==> config.mk <==
export PLATFORM = sky130hd
export DESIGN_NAME = muldiv_sequencer
export DESIGN_NICKNAME = d
export VERILOG_FILES = /design/src/rtl/muldiv_sequencer.sv
export SDC_FILE = /design/constraint.sdc
export NUM_CORES = 2
export LEC_CHECK = 0
export CORE_MARGIN = 2
export CORE_UTILIZATION = 35
export DETAILED_ROUTE_END_ITERATION = 16
export GPL_TIMING_DRIVEN = 1
export SKIP_LAST_GASP = 1
export SYNTH_ARGS = -nofsm -noshare
export SYNTH_HDL_FRONTEND = slang
export SYNTH_SLANG_ARGS = --single-unit
==> constraint.sdc <==
create_clock -name clk -period 18.29 [get_ports clk]
set_input_delay 5.487 -clock clk [delete_from_list [all_inputs] [get_ports clk]]
set_output_delay 5.487 -clock clk [all_outputs]
set_load 0.05 [all_outputs]
==> src/rtl/muldiv_sequencer.sv <==
// RV32M multiply/divide sequencer for the EX stage.
// Single-shot multiply and radix-2 restoring divide.
module muldiv_sequencer #(
   parameter int XLEN       = 32,
   parameter int MUL_CYCLES = 1
) (
   input  logic            clk,
   input  logic            rst,
   input  logic            start,
   input  logic [2:0]      funct3,
   input  logic [XLEN-1:0] rs1_val,
   input  logic [XLEN-1:0] rs2_val,
   input  logic            flush,
   output logic            busy,
   output logic            done,
   output logic [XLEN-1:0] result
);

   localparam int CW  = $clog2(XLEN);
   localparam int MCW = (MUL_CYCLES > 1) ? $clog2(MUL_CYCLES) : 1;

   typedef enum logic [1:0] {IDLE, MUL, DIV, DONE} state_t;

   state_t          state;
   logic [1:0]      op;
   logic [XLEN-1:0] a_q;
   logic [XLEN-1:0] b_q;
   logic [MCW-1:0]  mul_cnt;
   logic [XLEN-1:0] rem;
   logic [XLEN-1:0] quot;
   logic [XLEN-1:0] divisor;
   logic [CW-1:0]   cnt;
   logic            neg_q;
   logic            neg_r;

   logic            accept;
   logic            in_signed;
   logic            in_rem;
   logic            b_zero;
   logic            ovf;
   logic [XLEN-1:0] abs_a;
   logic [XLEN-1:0] abs_b;

   assign accept    = start & ~flush & ((state == IDLE) | (state == DONE));
   assign in_signed = ~funct3[0];
   assign in_rem    = funct3[1];
   assign b_zero    = (rs2_val == '0);
   assign ovf       = in_signed
                    & (rs1_val == {1'b1, {(XLEN-1){1'b0}}})
                    & (rs2_val == '1);
   assign abs_a     = (in_signed & rs1_val[XLEN-1]) ? -rs1_val : rs1_val;
   assign abs_b     = (in_signed & rs2_val[XLEN-1]) ? -rs2_val : rs2_val;

   // Operands are sign- or zero-extended so one unsigned multiply
   // yields the correct upper half for every variant.
   logic              sa;
   logic              sb;
   logic [2*XLEN-1:0] ma;
   logic [2*XLEN-1:0] mb;
   logic [2*XLEN-1:0] prod;
   logic [XLEN-1:0]   mul_res;

   assign sa      = (op[1] ^ op[0]) & a_q[XLEN-1];
   assign sb      = (op == 2'b01) & b_q[XLEN-1];
   assign ma      = {{XLEN{sa}}, a_q};
   assign mb      = {{XLEN{sb}}, b_q};
   assign prod    = ma * mb;
   assign mul_res = (op == 2'b00) ? prod[XLEN-1:0]
                                  : prod[2*XLEN-1:XLEN];

   // The shifted partial remainder needs one extra bit so divisors
   // with the msb set compare correctly.
   logic [XLEN:0]   sh;
   logic            ge;
   logic [XLEN-1:0] rem_nx;
   logic [XLEN-1:0] quot_nx;
   logic [XLEN-1:0] q_fix;
   logic [XLEN-1:0] r_fix;
   logic [XLEN-1:0] div_res;

   assign sh      = {rem, quot[XLEN-1]};
   assign ge      = sh >= {1'b0, divisor};
   assign rem_nx  = ge ? (sh[XLEN-1:0] - divisor) : sh[XLEN-1:0];
   assign quot_nx = {quot[XLEN-2:0], ge};
   assign q_fix   = neg_q ? -quot_nx : quot_nx;
   assign r_fix   = neg_r ? -rem_nx : rem_nx;
   assign div_res = op[1] ? r_fix : q_fix;

   always_ff @(posedge clk) begin
      if (rst) begin
         state   <= IDLE;
         op      <= '0;
         a_q     <= '0;
         b_q     <= '0;
         mul_cnt <= '0;
         rem     <= '0;
         quot    <= '0;
         divisor <= '0;
         cnt     <= '0;
         neg_q   <= 1'b0;
         neg_r   <= 1'b0;
         busy    <= 1'b0;
         done    <= 1'b0;
         result  <= '0;
      end else if (flush) begin
         state <= IDLE;
         busy  <= 1'b0;
         done  <= 1'b0;
      end else begin
         unique case (state)
            IDLE, DONE: begin
               state <= IDLE;
               busy  <= 1'b0;
               done  <= 1'b0;
               if (accept) begin
                  op  <= funct3[1:0];
                  a_q <= rs1_val;
                  b_q <= rs2_val;
                  if (!funct3[2]) begin
                     state   <= MUL;
                     busy    <= 1'b1;
                     mul_cnt <= MCW'(MUL_CYCLES - 1);
                  end else if (b_zero) begin
                     state  <= DONE;
                     done   <= 1'b1;
                     result <= in_rem ? rs1_val : '1;
                  end else if (ovf) begin
                     state  <= DONE;
                     done   <= 1'b1;
                     result <= in_rem ? '0 : {1'b1, {(XLEN-1){1'b0}}};
                  end else begin
                     state   <= DIV;
                     busy    <= 1'b1;
                     rem     <= '0;
                     quot    <= abs_a;
                     divisor <= abs_b;
                     cnt     <= CW'(XLEN - 1);
                     neg_q   <= in_signed & (rs1_val[XLEN-1] ^ rs2_val[XLEN-1]);
                     neg_r   <= in_signed & rs1_val[XLEN-1];
                  end
               end
            end
            MUL: begin
               if (mul_cnt == '0) begin
                  state  <= DONE;
                  busy   <= 1'b0;
                  done   <= 1'b1;
                  result <= mul_res;
               end else begin
                  mul_cnt <= mul_cnt - 1'b1;
               end
            end
            DIV: begin
               rem  <= rem_nx;
               quot <= quot_nx;
               cnt  <= cnt - 1'b1;
               if (cnt == '0) begin
                  state  <= DONE;
                  busy   <= 1'b0;
                  done   <= 1'b1;
                  result <= div_res;
               end
            end
            default: begin
               state <= IDLE;
               busy  <= 1'b0;
               done  <= 1'b0;
            end
         endcase
      end
   end

endmodule

==> run_results.csv <==
group,metric,value,unit
clock_network,hold_buffers,0,
yosys,synth_top_area_cell,"fa_1",
worst_hold_path,hp-class,"flip-flop to flip-flop",
run_status,status,"complete, no violations",
run,max-cap-violations,0,
place,port_buffers,104,
timing,worst_pin_slew,1.22,ns
timing,grt_setup_unrepaired,"false",
grt,antenna_found_initial,7,
clock_network,htree_num_levels,1,
final_layout,syn_to_final_growth,6.88,%
power,seq_power_share,26.7,%
yosys,synth_cell_types,86,
clock_network,cts.sinks,205,
floorplan,start_util,35.2,%
timing,period_share,56.3,%
timing,finalCriticalPeriod,10.30,ns
floorplan,pin_count,105,
floorplan,rows,142,
yosys,yosysTopAreaCellShare,42.7,%
power,power.internal,1.03,mW
final_layout,fillers,15500,
routing,vias,43200,
grt,globalRouteTotalUtil,22.2,%
yosys,synth_seq_area_share,7.78,%
final_layout,fin_nets,7646,
power,switching_power,0.799,mW
timing,finalHoldViolCount,0,
timing,maxSlewViolCount,0,
yosys,synthAdderAreaFrac,48.8,%
clock_network,numCtsBuffers,24,
yosys,synth.area.mux_share,0.688,%
power,clockPowerShare,29.1,%
clock_network,cts_tree,"built",
worst_setup_path,setup.worst_path.end_class,"flip-flop",
final_layout,drive_gt1_share,3.30,%
yosys,synth_compound_area_share,9.94,%
power,p_leak,24.8,nW
routing,routedWlPerCell,20.3,um
clock_network,cts_resized,0,
worst_setup_path,cp_slowest_cell,"ha_1",
yosys,synthesis.area,0.0527,sq mm
timing,relSlewSlack,18.8,%
routing,highest_layer,"met5",
yosys,ys_warn_count,0,
power,power_frac_comb,44.2,%
power,powerDensity,32.5,mW/mm^2
grt,grt_pass1_wl,265000,um
yosys,syn_nets,7810,
worst_setup_path,startpoint_type,"flip-flop",
clock_network,cts.path.max_buffers,3,
routing,ant_nets,0,
routing,dr.first_iter.drc_count,3549,
worst_setup_path,cp_common_cell,"fa_1",
yosys,synth-simple-area-share,17.8,%
worst_setup_path,r2r-start,"op[1]",
place,hpwl,132000,um
yosys,synthXorXnorAreaFrac,3.07,%
yosys,synth_area_leaders,"fa_1 43%, inv_1 9.0%, nand2_1 8.5%",
place,place_congestion,0.945,
routing,via_per_inst,5.25,
floorplan,dieArea,0.154,sq mm
routing,finalWirelength,167000,um
timing,fmax,97.1,MHz
yosys,async_flop_share,0,%
yosys,synth_flop_cell,"dfxtp_1",
yosys,synth_edf_count,0,
clock_network,postCtsSetupRepairBufs,0,
grt,grt_max_degree,101,
timing,finalSetupTns,0,ns
floorplan,coreArea,0.150,sq mm
worst_hold_path,hold_start,"b_q[29]",
floorplan,die_w,392,um
timing,skew,0.0276,ns
routing,drc,0,
grt,grt_overflow_total,0,
timing,holdWs,0.453,ns
worst_setup_path,crit_arrival,10.78,ns
clock_network,cts-root-buf,"clkbuf_16",
worst_setup_path,crit_required,18.77,ns
place,dp_slack,8.11,ns
worst_setup_path,critPathLaunch,"op[1]",
yosys,synth_seq_cells,205,
worst_setup_path,slowest_delay,0.96,ns
final_layout,final_cell_mix,"1270 x inv_1, 1194 x nand2_1, 1126 x fa_1, 287 x and2_1, 270 x a21oi_1",
routing,drt_pre_antenna_iters,5,
grt,grt_pass1_vias,44800,
timing,fin_ws,7.99,ns
power,switching_share,43.6,%
power,ir_worst_vdd,0.0760,mV
floorplan,die_h,392,um
routing,wl_met2,78500,um
clock_network,clk_pin_slew,0.07,ns
yosys,synth_top_family_by_area,"adder cells",
worst_setup_path,worstSetupPathType,"flip-flop to flip-flop",
routing,met3WireLength,11000,um
final_layout,final_common_cell,"inv_1",
worst_setup_path,cp_max_fo,19,
timing,setup_violations,0,
routing,wl_met1,71900,um
yosys,synthCells,6358,
yosys,syn_area_per_cell,8.29,sq um
clock_network,insertion_delay,0.57,ns
## worst max-delay path, delay by kind of cell, from the launching register on
kind | cells | cell delay, ns
buf+inv | 7 | 1.06
xor+xnor | 1 | 0.18
fa+ha+maj | 10 | 5.58
flops | 1 | 0.32
simple gates | 6 | 1.16
compound gates | 5 | 1.88
## cell families after synthesis
group,Yosys count
AND/OR/NAND/NOR,2075
flip-flops,205
buffers and inverters,1656
adder cells (fa/ha/maj),1381
multiplexers,35
XOR/XNOR,185
AO/OA/AOI/OAI,821
## cells in the mapped netlist (38+ instances only)
master,number
nor3_1,61
fa_1,1126
ha_1,255
xnor2_1,112
and3_1,38
xor2_1,73
a21o_1,42
clkbuf_1,347
a211oi_1,58
o21ai_0,183
inv_1,1270
nor2_1,234
dfxtp_1,205
a21oi_1,270
nand3_1,60
nand2_1,1195
and2_1,288
## power by group through the flow
| stage | logic (mW) | registers, mW | clock network, mW |
|---|---|---|---|
| 6_report | 0.810 | 0.489 | 0.533 |
| 5_1_grt | 0.885 | 0.489 | 0.553 |
| 4_1_cts | 0.805 | 0.488 | 0.537 |
| 3_5_place_dp | 0.798 | 0.498 | 0 |
| 3_3_place_gp | 0.794 | 0.497 | 0 |
| 2_1_floorplan | 0.510 | 0.498 | 0 |
## flip-flops by register name, indices dropped and copies added, names as in the netlist
register / cells
state: 2
rem: 32
op: 2
b_q: 32
result: 32
neg_r: 1
divisor: 32
busy: 1
done: 1
quot: 32
neg_q: 1
cnt: 5
a_q: 32
## cell type report
class | count | area (sq um) | share of cell area, %
Multi-Input combinational cell | 4497 | 42400 | 75.2
Timing Repair Buffer | 195 | 1730 | 3.06
Clock buffer | 28 | 646 | 1.15
Inverter | 1271 | 4770 | 8.47
Clock inverter | 13 | 191 | 0.340
Antenna cell | 1 | 2.50 | 0.00444
Tap cell | 2016 | 2520 | 4.47
Sequential cell | 205 | 4110 | 7.29
## through the flow
stage / power, mW / area, sq um / util [%] / instances
3_3_place_gp: 1.29 / 55500 / 37.1 / 8184
3_5_place_dp: 1.30 / 55500 / 37.1 / 8184
5_1_grt: 1.93 / 56400 / 37.6 / 8225
2_1_floorplan: 1.01 / 52700 / - / 6358
4_1_cts: 1.83 / 56400 / 37.6 / 8225
6_report: 1.83 / 56400 / 37.6 / 8226
## path summary, 6_finish.rpt
kind | slack, ns | to | depth (start not counted)
min | 0.45 | b_q[29] | 2
max reg2reg | 7.99 | result[26] | 29
min reg2reg | 0.45 | b_q[29] | 2
max | 7.99 | result[26] | 29
## layer usage
metal | vias to the layer above | track usage (%)
li1 | 19100 | -
met1 | 22200 | 30.8
met2 | 1577 | 36.5
met3 | 298 | 2.31
met4 | 2 | 6.75
met5 | - | 0
Note: power is estimated with default switching activity, not from simulation.
